File: config.mk
export PLATFORM = sky130hd
export DESIGN_NAME = multicycle_sequencer
export DESIGN_NICKNAME = d
export VERILOG_FILES = /design/src/rtl/multicycle_sequencer.sv
export SDC_FILE = /design/constraint.sdc
export NUM_CORES = 1
export LEC_CHECK = 0
export ABC_CLOCK_PERIOD_IN_PS = 2400
export BUFFER_PORTS_ARGS = -buffer_cell sky130_fd_sc_hd__buf_2
export CORE_MARGIN = 1.5
export CORE_UTILIZATION = 25
export CTS_BUF_LIST = sky130_fd_sc_hd__clkbuf_4 sky130_fd_sc_hd__clkbuf_8
export DETAILED_ROUTE_END_ITERATION = 6
export GPL_TIMING_DRIVEN = 1
export PLACE_DENSITY = 0.52
export SLEW_MARGIN = 20
export SYNTH_ARGS = -nofsm -noshare
export SYNTH_HDL_FRONTEND = slang
export SYNTH_SLANG_ARGS = --single-unit
File: constraint.sdc
create_clock -name clk -period 2.4 [get_ports clk]
set_input_delay 0.12 -clock clk [delete_from_list [all_inputs] [get_ports clk]]
set_output_delay 0.12 -clock clk [all_outputs]
set_load 0.02 [all_outputs]
File: src/rtl/multicycle_sequencer.sv
// rtl/multicycle_sequencer.sv - multi-cycle control FSM for the 6-bit-opcode MIPS-style core
module multicycle_sequencer #(
   parameter int MEM_WAIT_MAX = 15,
   parameter int CNT_W        = 32
) (
   input  logic             clk,
   input  logic             rst_n,
   input  logic [5:0]       opcode,
   input  logic             mem_ready,
   input  logic             alu_done,
   input  logic             branch_taken,
   input  logic             halt_req,
   output logic             mem_req,
   output logic             mem_is_fetch,
   output logic             mem_we,
   output logic             ir_write,
   output logic             pc_write,
   output logic [1:0]       pc_src,
   output logic             alu_start,
   output logic             rf_write,
   output logic [1:0]       rf_wsel,
   output logic [2:0]       state,
   output logic             illegal,
   output logic             bus_err,
   output logic             retired,
   output logic [CNT_W-1:0] retire_cnt
);

   // Wait counter only needs to reach MEM_WAIT_MAX.
   localparam int WAIT_W = (MEM_WAIT_MAX < 2) ? 1 : $clog2(MEM_WAIT_MAX + 1);
   localparam logic [WAIT_W-1:0] WAIT_LIMIT = WAIT_W'(MEM_WAIT_MAX);

   // Opcode map.
   localparam logic [5:0] OP_MD_LO = 6'h04;
   localparam logic [5:0] OP_MD_HI = 6'h07;
   localparam logic [5:0] OP_J     = 6'h11;
   localparam logic [5:0] OP_JAL   = 6'h12;
   localparam logic [5:0] OP_JR    = 6'h13;
   localparam logic [5:0] OP_BR_LO = 6'h14;
   localparam logic [5:0] OP_BR_HI = 6'h19;
   localparam logic [5:0] OP_LW    = 6'h1F;
   localparam logic [5:0] OP_SW    = 6'h20;
   localparam logic [5:0] OP_LAST  = 6'h21;

   // pc_src / rf_wsel encodings.
   localparam logic [1:0] PC_INC    = 2'd0;
   localparam logic [1:0] PC_BRANCH = 2'd1;
   localparam logic [1:0] PC_JUMP   = 2'd2;
   localparam logic [1:0] PC_REG    = 2'd3;
   localparam logic [1:0] WSEL_ALU  = 2'd0;
   localparam logic [1:0] WSEL_MEM  = 2'd1;
   localparam logic [1:0] WSEL_LINK = 2'd2;

   typedef enum logic [2:0] {
      S_FETCH  = 3'd0,
      S_DECODE = 3'd1,
      S_EXEC   = 3'd2,
      S_MEMACC = 3'd3,
      S_WB     = 3'd4,
      S_HALT   = 3'd5,
      S_TRAP   = 3'd6
   } state_t;

   state_t             state_q, state_d;
   logic [WAIT_W-1:0]  wait_q, wait_d;
   logic               exec_first_q, exec_first_d;
   logic               is_muldiv_q, is_muldiv_d;
   logic               is_branch_q, is_branch_d;
   logic               is_lw_q, is_lw_d;
   logic               is_sw_q, is_sw_d;
   logic               illegal_q, illegal_d;
   logic               bus_err_q, bus_err_d;
   logic [CNT_W-1:0]   retire_cnt_q, retire_cnt_d;

   // Ungated per-phase enables from the decode below.
   logic               mem_req_c;
   logic               mem_is_fetch_c;
   logic               mem_we_c;
   logic               ir_write_c;
   logic               pc_write_c;
   logic [1:0]         pc_src_c;
   logic               alu_start_c;
   logic               rf_write_c;
   logic [1:0]         rf_wsel_c;
   logic               retire_c;

   // State register and per-instruction bookkeeping.
   always_ff @(posedge clk or negedge rst_n) begin
      if (!rst_n) begin
         state_q      <= S_FETCH;
         wait_q       <= '0;
         exec_first_q <= 1'b0;
         is_muldiv_q  <= 1'b0;
         is_branch_q  <= 1'b0;
         is_lw_q      <= 1'b0;
         is_sw_q      <= 1'b0;
         illegal_q    <= 1'b0;
         bus_err_q    <= 1'b0;
         retire_cnt_q <= '0;
      end else begin
         state_q      <= state_d;
         wait_q       <= wait_d;
         exec_first_q <= exec_first_d;
         is_muldiv_q  <= is_muldiv_d;
         is_branch_q  <= is_branch_d;
         is_lw_q      <= is_lw_d;
         is_sw_q      <= is_sw_d;
         illegal_q    <= illegal_d;
         bus_err_q    <= bus_err_d;
         retire_cnt_q <= retire_cnt_d;
      end
   end

   // Next-state, phase enables, memory timeout and retire accounting.
   always_comb begin
      state_d        = state_q;
      wait_d         = '0;
      exec_first_d   = 1'b0;
      is_muldiv_d    = is_muldiv_q;
      is_branch_d    = is_branch_q;
      is_lw_d        = is_lw_q;
      is_sw_d        = is_sw_q;
      illegal_d      = illegal_q;
      bus_err_d      = bus_err_q;
      retire_cnt_d   = retire_cnt_q;
      mem_req_c      = 1'b0;
      mem_is_fetch_c = 1'b0;
      mem_we_c       = 1'b0;
      ir_write_c     = 1'b0;
      pc_write_c     = 1'b0;
      pc_src_c       = PC_INC;
      alu_start_c    = 1'b0;
      rf_write_c     = 1'b0;
      rf_wsel_c      = WSEL_ALU;
      retire_c       = 1'b0;

      case (state_q)
         S_FETCH: begin
            mem_req_c      = 1'b1;
            mem_is_fetch_c = 1'b1;
            if (mem_ready) begin
               ir_write_c = 1'b1;
               pc_write_c = 1'b1;
               pc_src_c   = PC_INC;
               state_d    = S_DECODE;
            end else if (wait_q == WAIT_LIMIT) begin
               bus_err_d = 1'b1;
               state_d   = S_TRAP;
            end else begin
               wait_d = wait_q + WAIT_W'(1);
            end
         end

         S_DECODE: begin
            // Capture the class so later phases never look at opcode again.
            is_muldiv_d = (opcode >= OP_MD_LO) && (opcode <= OP_MD_HI);
            is_branch_d = (opcode >= OP_BR_LO) && (opcode <= OP_BR_HI);
            is_lw_d     = (opcode == OP_LW);
            is_sw_d     = (opcode == OP_SW);
            if (opcode > OP_LAST) begin
               illegal_d = 1'b1;
               state_d   = S_TRAP;
            end else if (opcode == OP_J) begin
               pc_write_c = 1'b1;
               pc_src_c   = PC_JUMP;
               retire_c   = 1'b1;
            end else if (opcode == OP_JAL) begin
               pc_write_c = 1'b1;
               pc_src_c   = PC_JUMP;
               rf_write_c = 1'b1;
               rf_wsel_c  = WSEL_LINK;
               retire_c   = 1'b1;
            end else if (opcode == OP_JR) begin
               pc_write_c = 1'b1;
               pc_src_c   = PC_REG;
               retire_c   = 1'b1;
            end else begin
               exec_first_d = 1'b1;
               state_d      = S_EXEC;
            end
         end

         S_EXEC: begin
            if (is_muldiv_q) begin
               // Start pulse only once; a same-cycle done is accepted.
               alu_start_c = exec_first_q;
               if (alu_done) begin
                  state_d = S_WB;
               end
            end else if (is_branch_q) begin
               if (branch_taken) begin
                  pc_write_c = 1'b1;
                  pc_src_c   = PC_BRANCH;
               end
               retire_c = 1'b1;
            end else if (is_lw_q || is_sw_q) begin
               state_d = S_MEMACC;
            end else begin
               state_d = S_WB;
            end
         end

         S_MEMACC: begin
            mem_req_c = 1'b1;
            mem_we_c  = is_sw_q;
            if (mem_ready) begin
               if (is_sw_q) begin
                  retire_c = 1'b1;
               end else begin
                  state_d = S_WB;
               end
            end else if (wait_q == WAIT_LIMIT) begin
               bus_err_d = 1'b1;
               state_d   = S_TRAP;
            end else begin
               wait_d = wait_q + WAIT_W'(1);
            end
         end

         S_WB: begin
            rf_write_c = 1'b1;
            rf_wsel_c  = is_lw_q ? WSEL_MEM : WSEL_ALU;
            retire_c   = 1'b1;
         end

         S_HALT: begin
            if (!halt_req) begin
               state_d = S_FETCH;
            end
         end

         S_TRAP: begin
            state_d = S_TRAP;
         end

         default: begin
            state_d = S_FETCH;
         end
      endcase

      // Any completing phase funnels through here.
      if (retire_c) begin
         retire_cnt_d = retire_cnt_q + CNT_W'(1);
         state_d      = halt_req ? S_HALT : S_FETCH;
      end
   end

   // Enables are forced low while reset is held so an aborted instruction emits nothing.
   assign mem_req      = rst_n & mem_req_c;
   assign mem_is_fetch = rst_n & mem_is_fetch_c;
   assign mem_we       = rst_n & mem_we_c;
   assign ir_write     = rst_n & ir_write_c;
   assign pc_write     = rst_n & pc_write_c;
   assign pc_src       = rst_n ? pc_src_c : 2'd0;
   assign alu_start    = rst_n & alu_start_c;
   assign rf_write     = rst_n & rf_write_c;
   assign rf_wsel      = rst_n ? rf_wsel_c : 2'd0;
   assign retired      = rst_n & retire_c;
   assign state        = state_q;
   assign illegal      = illegal_q;
   assign bus_err      = bus_err_q;
   assign retire_cnt   = retire_cnt_q;

endmodule

# Yosys cells after proc, flatten, opt, wreduce, memory -nomap -nowiden
# Index checks and enable logic that the tools add are counted.
# classes
bitwise	9
n_lt_le_gt_ge	5
mux	63
addsub	2
n_reduce_logical	8
eq_ne	20
# ops
cell	n
$mux 3	15
$add 32x1->32 const B	1
$mux 1	30
$eq 6x5->1 const B	4
$ne 4x4->1 const B	6
$pmux 3 s7	1
$mux 2	9
$mux 4	3
$eq 3x3->1 const B	3
$and 1x1->1	8
$pmux 2 s2	2
$reduce_and 8->1	1
$eq 3x2->1 const B	2
$eq 6x6->1 const B	1
$ge 6x3->1 const B	1
$ge 6x5->1 const B	1
$gt 6x6->1 const B	1
$le 6x3->1 const B	1
$le 6x5->1 const B	1
$add 4x1->4 const B	1
$eq 4x4->1 const B	1
$pmux 1 s4	1
$eq 3x1->1 const B	1
$logic_not 3->1	1
10 further kinds	11
# totals
wordCells	117
inputBits	12
reg_bits	46

# Depth between registers and ports, before layout
# depth
word_depth	8
ltp_mapped	7
ltp_nobuf	6

# Worst setup path before layout
# Ideal clock, no wire load.
# synth_timing
path_kind	flip-flop to flip-flop
startpoint	register state_q[0] (netlist: state[0])
endpoint	register retire_cnt_q[1] (netlist: retire_cnt[1])
setup_ns	0.125
stages_incl_launch_ff	7
required_time_ns	2.275
period_less_slack_ns	2.180
path_buffers	2
t_arrival_ns	2.055
path_slack_ns	0.220
path_cell_list	dfrtp_1 -> buf_4 -> or3b_2 -> o22ai_1 -> or2_2 -> buf_2 -> mux2_2
# synth_between
elab_chain_cells	2
# synth_rtl
item	line_no	rtl
from (decl)	64	state_t state_q, state_d;
from (signal assigned)	101	state_q <= state_d;
$eq 3x3->1, or another cell as far along	137	case (state_q)
$pmux 1 s4 *	137	
to (signal assigned)	110	retire_cnt_q <= retire_cnt_d;
to (decl)	73	logic [CNT_W-1:0] retire_cnt_q, retire_cnt_d;
# Mark *: on every way between the ends. The rest lies on a longest branch, timed or not.
# A chain may end at the register's enable or synchronous reset.

# Worst setup path in the final report
# layout_timing
startpoint	register state_q[1] (netlist: state[1])
endpoint	output port retired
# layout_between
elab_chain_cells	3
# layout_rtl
item	line_no	rtl
$eq 3x3->1, or another cell as far along	137	
$pmux 1 s4 *	137	
$and 1x1->1 *	258	assign retired = rst_n & retire_c;
to (decl)	25	output logic retired,
# Marks and branches as above.

==> out/metrics.csv <==
metric,value,unit
synthesized area per cell,9.82,sq um
main combinational cell family by area after synthesis,simple AND/OR/NAND/NOR gates,
simple-gate area share of the yosys netlist,28.7,%
Setup Viol. Count Final,0,
"Net Count, Synth",271,
post-synthesis compound-gate area fraction,9.37,%
Root Buffer,clkbuf_8,
CTS H-Tree Depth,2,
Crit. End Element,output port,
pin count of the biggest net entering global routing,30,
"EDFF count, synth",0,
WHS,59.3,ps
total number of vias,2060,
Die Area,10700,sq um
Seq cells post-synth,46,
Mapped Cells,257,
PortBufs,60,
GPL Wtd Cong,0.810,
"wirelength, routed",6110,um
peak supply drop,0.000288,V
xor/xnor share of the synthesized area,11.1,%
met2 WL,2810,um
Mapped Area,2520,sq um
startpoint types,flop,
ANT nets after route,0,
Skew-Pair Late Insertion Delay,300,ps
relative slew slack,36.9,%
drt pass-1 iters,4,
vias in the first global route,1968,
"commonest non-fill, non-tap cell in the layout",buf_2,
share of the yosys chip area belonging to registers,45.6,%
critical path class,reg -> out,
power density cells,798,nW/um^2
Post-Synth Adder-Cell Area,0.991,%
final core utilization,31.8,%
leakage dissipation,1.52,nW
dpl ws,155,ps
# rows,36,
Final Slew Violations,0,
n_diodes,0,
Slew @ Worst Pin,947,ps
DR WL/cell,13.3,um
ys async rst share,100,%
antenna violations before repair,0,
gr usage total,11.7,%
final net count,338,
residual DRC count,0,
count of different cell masters after synthesis,49,
Register Area,1150,sq um
max-cap violation count,0,
post-synth top area share,45.6,%
First DRT Iteration DRCs,45,
HP Class,in -> reg,
starting density of the core,25.8,%
max FFs per register,32,
highest routed layer,met4,
ys flop type,dfrtp_1,
"Max FO, Critical Path",10,
fmax,454,MHz
"Hold Vio Cnt, Final",0,
outcome,"finished, final reports clean",
gr ovfl total,0,
fillcell total,1045,
wire length on met3,230,um
wire length on met1,2990,um
routed vias/inst,4.50,
crit path DAT,2080,ps
global-route wire length before repair,9850,um
clock tree sinks,46,
post-layout min period,2200,ps
multi-input logic area,1280,sq um
CTS tree,built,
mux contribution to synthesized area,0.446,%
"commonest non-fill, non-tap cells in the layout","buf_2, dfrtp_1, nor2_1",
Worst Slack Setup Final,199,ps
CORE AREA,9770,sq um
critical path required time,2280,ps
setup TNS,0,ps
Boundary Pins,61,
Max clock buf depth,2,
height of the die,103,um
width of the die,103,um
Yosys warning count,0,
Synth area leaders,"dfrtp_1, xor2_1, nor3_2",
Setup Skew,6.68,ps
period utilisation layout,91.7,%
unrepaired setup endpoints after global routing,false,
hpwl dp,4530,um
Synth-to-Final Area Change,23.2,%
CTS Buf Count,5,
layout cells sized above 1,32.0,%
Clock transition at path regs,90,ps
Synth area leader,dfrtp_1,
==> logic make-up (layout without fill, tap and decap cells) <==
group | after synthesis | count (layout)
buf+inv | 20 | 88
mux | 1 | 1
compound gates | 32 | 32
xor+xnor | 32 | 32
simple gates | 124 | 124
flops | 46 | 46
fa+ha+maj | 2 | 2
==> routing by layer <==
layer	track usage, %	up-vias
met3	1.88	4
met5	0	-
met1	17.1	988
met2	17.7	36
met4	3.33	0
li1	-	1032
==> worst paths after layout <==
path | cells past startpoint | from | endpoint | slack [ps]
setup / recovery | 6 | state[1]$_DFFE_PN0P_ | retired | 200
hold / removal | 2 | opcode[4] | is_muldiv_q$_DFFE_PN0N_ | 60
setup reg to reg | 6 | state[1]$_DFFE_PN0P_ | retire_cnt[26]$_DFFE_PN0P_ | 200
hold reg to reg | 1 | retire_cnt[31]$_DFFE_PN0P_ | retire_cnt[31]$_DFFE_PN0P_ | 480
max in group asynchronous | 3 | rst_n | retire_cnt[6]$_DFFE_PN0P_ | 1450
min in group asynchronous | 2 | rst_n | bus_err$_DFFE_PN0P_ | 270
==> what timing repair did <==
| item | CTS | global route |
|---|---|---|
| buffers inserted | 0 | 1 |
| hold endpoints to repair | 7 | 0 |
| hold buffers | 1 | 0 |
| gates resized for setup | 0 | 1 |
| endpoints found under the setup margin | 1 | 3 |
| pin swaps | 1 | 1 |
==> critical path, cell delays in order (launching register included) <==
cell	delay, ps
dfrtp_1	390
or3b_4	420
nor4_4	250
buf_4	170
or2_2	230
and2_1	160
buf_2	160
==> where the power goes <==
group | total (mW) | switching (mW) | internal, mW
clock | 0.481 | 0.276 | 0.205
combinational | 1.01 | 0.639 | 0.367
sequential | 0.994 | 0.104 | 0.890
total | 2.48 | 1.02 | 1.46
==> per-stage QoR <==
stage	area, sq um	power [mW]	std cells
floorplan	2520	1.70	257
global placement	3000	2.00	448
detailed placement	3000	2.01	448
CTS	3100	2.51	457
global route	3110	2.66	458
finish	3110	2.48	458
==> Yosys cell counts (all sizes together) (3+ instances only) <==
| master | n |
|---|---|
| a21o | 3 |
| a21oi | 6 |
| and2 | 3 |
| and3 | 7 |
| buf | 5 |
| clkbuf | 6 |
| dfrtp | 46 |
| inv | 9 |
| nand2 | 23 |
| nand2b | 5 |
| nand3 | 11 |
| nand4 | 4 |
| nor2 | 24 |
| nor2b | 4 |
| nor3 | 26 |
| nor4 | 5 |
| o21ai | 4 |
| or3b | 3 |
| xnor2 | 9 |
| xor2 | 23 |
==> cell type report <==
cell class	count	share of cell area, %
Multi-Input combinational cell	191	41.3
Sequential cell	46	37.0
Timing Repair Buffer	71	12.4
Tap cell	133	5.35
Clock buffer	5	2.21
Inverter	9	1.09
Clock inverter	3	0.684
No activity file was read; power rests on OpenSTA's default activity.
